File: src/rtl/alu_uart_ctrl_if.sv
// Bus bundle between the UART rx/tx + ALU side and the alu_uart_ctrl sequencer.
// The slave modport is the sequencer; the master modport is the surrounding UART/ALU logic.
interface alu_uart_ctrl_if #(
    parameter int unsigned NB_DATA = 8,
    parameter int unsigned NB_OP   = 6
) ();
    logic [NB_DATA-1:0] i_rx_data;
    logic               i_rx_done;
    logic [NB_DATA-1:0] i_alu_result;
    logic               i_tx_done;
    logic [NB_DATA-1:0] o_operand1;
    logic [NB_DATA-1:0] o_operand2;
    logic [NB_OP-1:0]   o_opcode;
    logic [NB_DATA-1:0] o_tx_data;
    logic               o_tx_start;
    logic               o_busy;
    logic               o_overrun;
    logic               o_timeout;

    modport slave (
        input  i_rx_data, i_rx_done, i_alu_result, i_tx_done,
        output o_operand1, o_operand2, o_opcode, o_tx_data,
        output o_tx_start, o_busy, o_overrun, o_timeout
    );

    modport master (
        output i_rx_data, i_rx_done, i_alu_result, i_tx_done,
        input  o_operand1, o_operand2, o_opcode, o_tx_data,
        input  o_tx_start, o_busy, o_overrun, o_timeout
    );
endinterface

File: src/rtl/alu_uart_ctrl.sv
// Collects operand1, operand2, opcode bytes from the UART, runs the ALU and sends the result back.
// Define ALU_CTRL_TIMEOUT_EN to abort partial frames after TIMEOUT_CYCLES idle cycles.
module alu_uart_ctrl #(
    parameter int unsigned NB_DATA        = 8,
    parameter int unsigned NB_OP          = 6,
    parameter int unsigned TIMEOUT_CYCLES = 50_000_000
) (
    input logic            clk,
    input logic            i_reset,
    alu_uart_ctrl_if.slave bus
);

    typedef enum logic [2:0] {
        StWaitOp1, StWaitOp2, StWaitOpc, StExec, StSend, StWaitTx
    } state_e;

    state_e             state_q, state_d;
    logic [NB_DATA-1:0] operand1_q, operand1_d;
    logic [NB_DATA-1:0] operand2_q, operand2_d;
    logic [NB_OP-1:0]   opcode_q, opcode_d;
    logic [NB_DATA-1:0] tx_data_q, tx_data_d;
    logic               timeout_hit;

`ifdef ALU_CTRL_TIMEOUT_EN
    localparam int unsigned CntW = $clog2(TIMEOUT_CYCLES + 1);

    logic [CntW-1:0] cnt_q, cnt_d;

    // Counter is held at zero outside the two mid-frame states, which covers the entry clear.
    always_comb begin
        cnt_d       = '0;
        timeout_hit = 1'b0;
        if ((state_q == StWaitOp2 || state_q == StWaitOpc) && !bus.i_rx_done) begin
            if (cnt_q == CntW'(TIMEOUT_CYCLES - 1)) begin
                timeout_hit = 1'b1;
            end else begin
                cnt_d = cnt_q + CntW'(1);
            end
        end
    end

    always_ff @(posedge clk or negedge i_reset) begin
        if (!i_reset) begin
            cnt_q <= '0;
        end else begin
            cnt_q <= cnt_d;
        end
    end
`else
    assign timeout_hit = 1'b0;
`endif

    always_ff @(posedge clk or negedge i_reset) begin
        if (!i_reset) begin
            state_q    <= StWaitOp1;
            operand1_q <= '0;
            operand2_q <= '0;
            opcode_q   <= '0;
            tx_data_q  <= '0;
        end else begin
            state_q    <= state_d;
            operand1_q <= operand1_d;
            operand2_q <= operand2_d;
            opcode_q   <= opcode_d;
            tx_data_q  <= tx_data_d;
        end
    end

    always_comb begin
        state_d    = state_q;
        operand1_d = operand1_q;
        operand2_d = operand2_q;
        opcode_d   = opcode_q;
        tx_data_d  = tx_data_q;
        unique case (state_q)
            StWaitOp1: begin
                if (bus.i_rx_done) begin
                    operand1_d = bus.i_rx_data;
                    state_d    = StWaitOp2;
                end
            end
            StWaitOp2: begin
                if (bus.i_rx_done) begin
                    operand2_d = bus.i_rx_data;
                    state_d    = StWaitOpc;
                end else if (timeout_hit) begin
                    state_d = StWaitOp1;
                end
            end
            StWaitOpc: begin
                if (bus.i_rx_done) begin
                    opcode_d = bus.i_rx_data[NB_OP-1:0];
                    state_d  = StExec;
                end else if (timeout_hit) begin
                    state_d = StWaitOp1;
                end
            end
            // One cycle for the ALU to settle on the freshly registered inputs.
            StExec: begin
                tx_data_d = bus.i_alu_result;
                state_d   = StSend;
            end
            StSend: state_d = StWaitTx;
            StWaitTx: begin
                if (bus.i_tx_done) begin
                    state_d = StWaitOp1;
                end
            end
            default: state_d = StWaitOp1;
        endcase
    end

    always_comb begin
        bus.o_tx_start = (state_q == StSend);
        bus.o_busy     = (state_q == StExec) || (state_q == StSend) || (state_q == StWaitTx);
        // Any byte arriving while busy is dropped, including one coincident with i_tx_done.
        bus.o_overrun  = bus.o_busy && bus.i_rx_done;
        bus.o_timeout  = timeout_hit;
    end

    assign bus.o_operand1 = operand1_q;
    assign bus.o_operand2 = operand2_q;
    assign bus.o_opcode   = opcode_q;
    assign bus.o_tx_data  = tx_data_q;

endmodule

File: src/flat_wrapper.sv
// flat-port wrapper written by rule: the top's interface ports become plain ports
module alu_uart_ctrl_flat 
#(
    parameter int unsigned NB_DATA        = 8,
    parameter int unsigned NB_OP          = 6,
    parameter int unsigned TIMEOUT_CYCLES = 50_000_000
)
  (clk, i_reset, bus_i_rx_data, bus_i_rx_done, bus_i_alu_result, bus_i_tx_done, bus_o_operand1, bus_o_operand2, bus_o_opcode, bus_o_tx_data, bus_o_tx_start, bus_o_busy, bus_o_overrun, bus_o_timeout);
  alu_uart_ctrl_if #(.NB_DATA(NB_DATA), .NB_OP(NB_OP)) bus_i ();
  input logic clk;
  input logic i_reset;
  input wire logic [$bits(bus_i.i_rx_data)-1:0] bus_i_rx_data;
  input wire logic [$bits(bus_i.i_rx_done)-1:0] bus_i_rx_done;
  input wire logic [$bits(bus_i.i_alu_result)-1:0] bus_i_alu_result;
  input wire logic [$bits(bus_i.i_tx_done)-1:0] bus_i_tx_done;
  output wire logic [$bits(bus_i.o_operand1)-1:0] bus_o_operand1;
  output wire logic [$bits(bus_i.o_operand2)-1:0] bus_o_operand2;
  output wire logic [$bits(bus_i.o_opcode)-1:0] bus_o_opcode;
  output wire logic [$bits(bus_i.o_tx_data)-1:0] bus_o_tx_data;
  output wire logic [$bits(bus_i.o_tx_start)-1:0] bus_o_tx_start;
  output wire logic [$bits(bus_i.o_busy)-1:0] bus_o_busy;
  output wire logic [$bits(bus_i.o_overrun)-1:0] bus_o_overrun;
  output wire logic [$bits(bus_i.o_timeout)-1:0] bus_o_timeout;
  assign bus_i.i_rx_data = bus_i_rx_data;
  assign bus_i.i_rx_done = bus_i_rx_done;
  assign bus_i.i_alu_result = bus_i_alu_result;
  assign bus_i.i_tx_done = bus_i_tx_done;
  assign bus_o_operand1 = bus_i.o_operand1;
  assign bus_o_operand2 = bus_i.o_operand2;
  assign bus_o_opcode = bus_i.o_opcode;
  assign bus_o_tx_data = bus_i.o_tx_data;
  assign bus_o_tx_start = bus_i.o_tx_start;
  assign bus_o_busy = bus_i.o_busy;
  assign bus_o_overrun = bus_i.o_overrun;
  assign bus_o_timeout = bus_i.o_timeout;
  alu_uart_ctrl #(.NB_DATA(NB_DATA), .NB_OP(NB_OP), .TIMEOUT_CYCLES(TIMEOUT_CYCLES)) u_core (.clk(clk), .i_reset(i_reset), .bus(bus_i));
endmodule
File: config.mk
export PLATFORM = sky130hd
export DESIGN_NAME = alu_uart_ctrl_flat
export DESIGN_NICKNAME = d
export VERILOG_FILES = /design/src/rtl/alu_uart_ctrl_if.sv /design/src/rtl/alu_uart_ctrl.sv /design/src/flat_wrapper.sv
export SDC_FILE = /design/constraint.sdc
export NUM_CORES = 1
export LEC_CHECK = 0
export BUFFER_PORTS_ARGS = -buffer_cell sky130_fd_sc_hd__buf_2
export CAP_MARGIN = 15
export CORE_MARGIN = 2
export CORE_UTILIZATION = 30
export DETAILED_ROUTE_END_ITERATION = 10
export PLACE_DENSITY = 0.6
export RECOVER_POWER = 50
export SLEW_MARGIN = 15
export SYNTH_ARGS = -nofsm -noshare
export SYNTH_HDL_FRONTEND = slang
export SYNTH_SLANG_ARGS = --single-unit
File: constraint.sdc
create_clock -name clk -period 1.47 [get_ports clk]
set_clock_uncertainty 0.05 [all_clocks]
set_input_delay 0.2205 -clock clk [delete_from_list [all_inputs] [get_ports clk]]
set_output_delay 0.2205 -clock clk [all_outputs]
set_load 0.05 [all_outputs]
Word level (Yosys, flattened, before mapping)
Index checks and enable logic that the tools add are counted.
{"block": "totals", "regBits": 33, "input_bits": 20, "output_inout_bits": 34, "elab_cells": 27}
{"block": "classes", "n_eq_ne": 9, "muxes": 5, "n_reduce_logical": 8}
{"cell": "$pmux W3 S6", "n": 1}
{"cell": "$mux W3", "n": 4}
{"cell": "$ne A2 B2 Y1 const B", "n": 4}
{"cell": "$eq A3 B2 Y1 const B", "n": 2}
{"cell": "$eq A3 B3 Y1 const B", "n": 2}
{"cell": "$reduce_and A2 Y1", "n": 3}
{"cell": "$reduce_and A4 Y1", "n": 1}
{"cell": "$eq A3 B1 Y1 const B", "n": 1}
{"cell": "$logic_not A3 Y1", "n": 1}
{"cell": "$logic_or A1 B1 Y1", "n": 2}
{"cell": "$logic_and A1 B1 Y1", "n": 1}

Logic depth before layout (Yosys ltp)
{"block": "logic_depth", "ltp_word": 4, "depth_mapped": 4, "depth_no_buf": 2}

Worst setup path before layout
No wires, ideal clock.
{"block": "synth_path", "path_kind": "register -> output", "start": "register u_core.state_q[2]", "end": "output bus_o_overrun", "arrival_time_ns": 2.009, "t_required_ns": 1.200, "slack_ns": -0.809, "path_stages_with_launch": 5, "n_path_buf": 2, "cell_sequence": "dfrtp_1 buf_2 nand3b_1 buf_2 a21boi_0"}
{"block": "synth_between", "elab_chain_len": 4, "word_cells_on_any_way": 6, "classes_between": "3 x eq/ne; 3 x reduce/logical"}
{"item": "start: declaration", "line_no": "alu_uart_ctrl.sv:17", "source": "state_e state_q, state_d;"}
{"item": "start signal: assignment", "line_no": "alu_uart_ctrl.sv:55", "source": "state_q <= StWaitOp1;"}
{"item": "start signal: assignment", "line_no": "alu_uart_ctrl.sv:61", "source": "state_q <= state_d;"}
{"item": "$eq A3 B2 Y1 / $eq A3 B3 Y1 (equally long branches)", "line_no": "alu_uart_ctrl.sv:115", "source": "bus.o_busy = (state_q == StExec) || (state_q == StSend) || (state_q == StWaitTx);"}
{"item": "$logic_or A1 B1 Y1", "line_no": "alu_uart_ctrl.sv:115"}
{"item": "$logic_or A1 B1 Y1 *", "line_no": "alu_uart_ctrl.sv:115"}
{"item": "$logic_and A1 B1 Y1 *", "line_no": "alu_uart_ctrl.sv:117", "source": "bus.o_overrun = bus.o_busy && bus.i_rx_done;"}
{"item": "end: declaration", "line_no": "flat_wrapper.sv:22", "source": "output wire logic [$bits(bus_i.o_overrun)-1:0] bus_o_overrun;"}
Every way passes the cells marked *; elsewhere a longest branch is shown, timed or not.

Final worst setup path
{"block": "layout_path", "start": "register u_core.state_q[2]", "end": "register u_core.opcode_q[2], in the netlist u_core.bus.o_opcode[2]"}
{"block": "layout_between", "elab_chain_len": 2}
{"item": "$eq A3 B2 Y1", "line_no": "alu_uart_ctrl.sv:75", "source": "unique case (state_q)"}
{"item": "$reduce_and A2 Y1 (no source line)"}
{"item": "end signal: assignment", "line_no": "alu_uart_ctrl.sv:64", "source": "opcode_q <= opcode_d;"}
{"item": "end: declaration", "line_no": "alu_uart_ctrl.sv:20", "source": "logic [NB_OP-1:0] opcode_q, opcode_d;"}
Every way passes these cells.
A chain may end at the register's enable or synchronous reset.

==> impl_metrics.py <==
metrics = {
    "critical_path": {
        "timing.reg2reg.setup_slack_ns": -0.14,
        "crit-reg2reg-launch": "u_core.state_q[2]$_DFFE_PN0P_",
        "worstPathCellList": "buf_4 > nor4bb_2 > buf_4 > mux2_2",
        "slowest_delay_ns": 0.44,
        "critical_path.endpoint": "u_core.bus.o_opcode[2]$_DFFE_PN0P_",
        "crit_path_max_fanout": 6,
        "worstRegToRegCells": 4,
        "critical_path_required_ns": 1.59,
        "worstSetupStartpoint": "u_core.state_q[2]$_DFFE_PN0P_",
        "critical_path_depth": 4,
        "critical-path-top-delay-family": "flip-flops",
        "timing.critical_path.from_type": "register",
        "r2r-end": "u_core.bus.o_opcode[2]$_DFFE_PN0P_",
        "crit_slowest_cell": "sky130_fd_sc_hd__dfrtp_2",
        "path_buf_inv": 2,
        "crit_type": "reg -> reg",
        "worst_ep_arrival_time_ns": 1.73,
        "crit_top_cell": "sky130_fd_sc_hd__buf_4",
        "worstSetupEndpointType": "register",
    },
    "floorplanning": {
        "initial_utilization": 0.311,
        "fp.dieArea_um2": 5070,
        "chipHeight_um": 71.2,
        "floorplan.core_area_um2": 4350,
        "io_pins": 54,
        "chipWidth_um": 71.2,
        "placement_rows": 24,
    },
    "routing": {
        "wire_per_inst_um": 14.9,
        "vias_after_detailed_routing": 944,
        "first_pass_iters": 2,
        "ant_nets": 0,
        "drt-total-wl_um": 3050,
        "drtIter0Drc": 10,
        "drc": 0,
        "viasPerCell": 4.60,
    },
    "run": {
        "timing.max_cap.violations": 0,
    },
    "timing": {
        "report.final.setup_viol": 25,
        "tightest_slew_ns": 0.812,
        "grt_setup_unrepaired": "true",
        "slew_violations": 0,
        "maxClockFrequency_mhz": 622,
        "min_period_ns": 1.61,
        "normalized_max_slew_margin": 0.459,
        "final_critical_path_setup_slack_ns": -0.137,
        "final_hold_viol_count": 0,
        "final.period_utilization": 1.09,
        "final_layout_setup_total_negative_slack_ns": -2.60,
    },
    "cts": {
        "clk_transition_reported_paths_ns": 0.06,
        "clock-sinks": 33,
        "numCtsBuffers": 5,
        "worstSkewPairLatency_ns": 0.27,
        "cts_tree": "yes",
        "cts-root-buf": "sky130_fd_sc_hd__clkbuf_8",
        "clockBufferDepth": 2,
        "htree_num_levels": 2,
    },
    "synthesis": {
        "syn_nets": 108,
        "yosys.area.top_type_share": 0.609,
        "synthesis.area_per_instance_um2": 15.4,
        "syn-cell-area_um2": 1360,
        "main_area_contributors_after_synthesis": "sky130_fd_sc_hd__dfrtp_1 (61%), sky130_fd_sc_hd__mux2_2 (25%), sky130_fd_sc_hd__nor4b_4 (1.8%), sky130_fd_sc_hd__buf_6 (1.7%), sky130_fd_sc_hd__nor3b_1 (1.7%)",
        "most_used_standard_cell_by_instance_count_after_synthesis": "sky130_fd_sc_hd__dfrtp_1",
        "netlist_top_cells_count": "sky130_fd_sc_hd__dfrtp_1 (33), sky130_fd_sc_hd__mux2_2 (30), sky130_fd_sc_hd__buf_2 (4)",
        "synth_enable_flop_cells": 0,
        "synth_warnings": 0,
        "synth_sequential_area_ratio": 0.609,
        "postSynth.topFlopCell": "sky130_fd_sc_hd__dfrtp_1",
        "synth-seq-cells": 33,
        "synth.distinct_cells": 18,
        "biggest_area_consumer_among_synthesized_cells": "sky130_fd_sc_hd__dfrtp_1",
        "async_reset_ff_frac": 1.00,
        "syn_inst_count": 88,
    },
    "run_status": {
        "status": "finished with violations",
        "failed_checks": "setup timing",
    },
    "final_layout": {
        "antenna-diode-count": 0,
        "design.final.nets": 174,
        "final_layout_size_suffix_gt1_frac": 0.719,
        "fillCellCount": 421,
        "finish.cell_count_without_fillers": 205,
        "multi_input_gate_area_um2": 574,
        "final-seq-area_um2": 830,
        "growth_of_design_area_from_synthesis_to_finish_pct": 42.6,
    },
    "global_route": {
        "number_of_global_route_vias_before_repair": 1085,
        "grt_antenna_before_repair": 0,
        "final_global_route_overflow_total": 0,
        "grt_pass1_wl_um": 5020,
        "grt_usage": 0.129,
        "grt_start_max_net_pins": 34,
    },
    "place": {
        "gp_routability_congestion": 0.775,
        "port-buffer-count": 52,
        "post-dp-hpwl_um": 2080,
        "dpl.cell_count": 194,
    },
    "min_path": {
        "worst_min_delay_path_category": "in -> reg",
    },
}
==> cell usage in the layout, fill, tap and decap left out <==
master / instances
sky130_fd_sc_hd__nor4bb_4: 1
sky130_fd_sc_hd__nor3b_4: 1
sky130_fd_sc_hd__clkbuf_8: 5
sky130_fd_sc_hd__dfrtp_1: 30
sky130_fd_sc_hd__buf_2: 49
sky130_fd_sc_hd__nand3b_1: 2
sky130_fd_sc_hd__nand2_2: 1
sky130_fd_sc_hd__clkinv_2: 1
sky130_fd_sc_hd__nand2b_1: 2
sky130_fd_sc_hd__or4_1: 1
sky130_fd_sc_hd__buf_6: 5
sky130_fd_sc_hd__nor3b_1: 2
sky130_fd_sc_hd__a21boi_4: 1
sky130_fd_sc_hd__o21ai_0: 1
sky130_fd_sc_hd__conb_1: 1
sky130_fd_sc_hd__nor4b_1: 1
sky130_fd_sc_hd__clkbuf_2: 2
sky130_fd_sc_hd__nor4b_4: 1
sky130_fd_sc_hd__buf_4: 9
sky130_fd_sc_hd__dlygate4sd3_1: 1
sky130_fd_sc_hd__a21oi_1: 1
sky130_fd_sc_hd__dfrtp_2: 3
sky130_fd_sc_hd__mux2_4: 13
sky130_fd_sc_hd__and2_1: 1
sky130_fd_sc_hd__mux2_2: 17
sky130_fd_sc_hd__nor4bb_2: 1
==> registers in the layout, indices dropped and copies added, names as in the netlist <==
name / cells
u_core.bus.o_operand2: 8
u_core.bus.o_operand1: 8
u_core.bus.o_tx_data: 8
u_core.bus.o_opcode: 6
u_core.state_q: 3
==> cell type report <==
| cell class | instances | share of cell area |
|---|---|---|
| clock buffers | 5 | 0.0356 |
| clock inverters | 1 | 0.00259 |
| well taps | 52 | 0.0337 |
| flip-flops and latches | 33 | 0.429 |
| multi-input cells | 48 | 0.297 |
| repair buffers | 66 | 0.201 |
==> what timing repair did <==
item	CTS	global route
gates resized for setup	16	12
setup endpoints to repair	34	33
hold buffers	1	0
setup buffers	3	3
pin swaps	3	2
hold endpoints to repair	33	0
==> routing by layer <==
| metal | wire length (um) | track usage |
|---|---|---|
| met4 | 21 | 0.0503 |
| met1 | 1240 | 0.152 |
| met2 | 1540 | 0.219 |
| met3 | 252 | 0.0399 |
| met5 | 0 | 0 |
==> how the worst min path moves through the flow <==
stage | start | to | slack (ns) | depth (start not counted)
after floorplan | i_reset | u_core.bus.o_opcode[0]$_DFFE_PN0P_ | -0.13 | 0
after global placement | i_reset | u_core.bus.o_operand2[6]$_DFFE_PN0P_ | 0.21 | 2
after detailed placement | i_reset | u_core.bus.o_operand1[6]$_DFFE_PN0P_ | 0.22 | 2
after CTS | bus_i_alu_result[6] | u_core.bus.o_tx_data[6]$_DFFE_PN0N_ | 0.11 | 2
after global routing | bus_i_alu_result[6] | u_core.bus.o_tx_data[6]$_DFFE_PN0N_ | 0.11 | 2
final | bus_i_alu_result[6] | u_core.bus.o_tx_data[6]$_DFFE_PN0N_ | 0.12 | 2
==> cells by family (layout without fill, tap and decap cells) <==
family | count (synthesis) | count (layout) | synth area share
AOI/OAI and AO/OA | 3 | 3 | 0.0129
buffers and inverters | 7 | 72 | 0.0369
DFF | 33 | 33 | 0.609
muxes | 30 | 30 | 0.249
other | 1 | 1 | 0.00277
and+or+nand+nor | 14 | 14 | 0.0886
==> through the flow <==
step                hold WS, ns  setup WS [ns]  utilization  cell area (um^2)
global route              0.115         -0.206        0.444              1930
global placement          0.213        -0.0604        0.397              1730
CTS                       0.110         -0.129        0.430              1870
finish                    0.119         -0.137        0.444              1930
detailed placement        0.222         -0.114        0.397              1730
floorplan                -0.125        -0.0299            -              1380
Power is not shown: default switching activity piles up to over one toggle a cycle in this logic, so the estimate is an artifact.
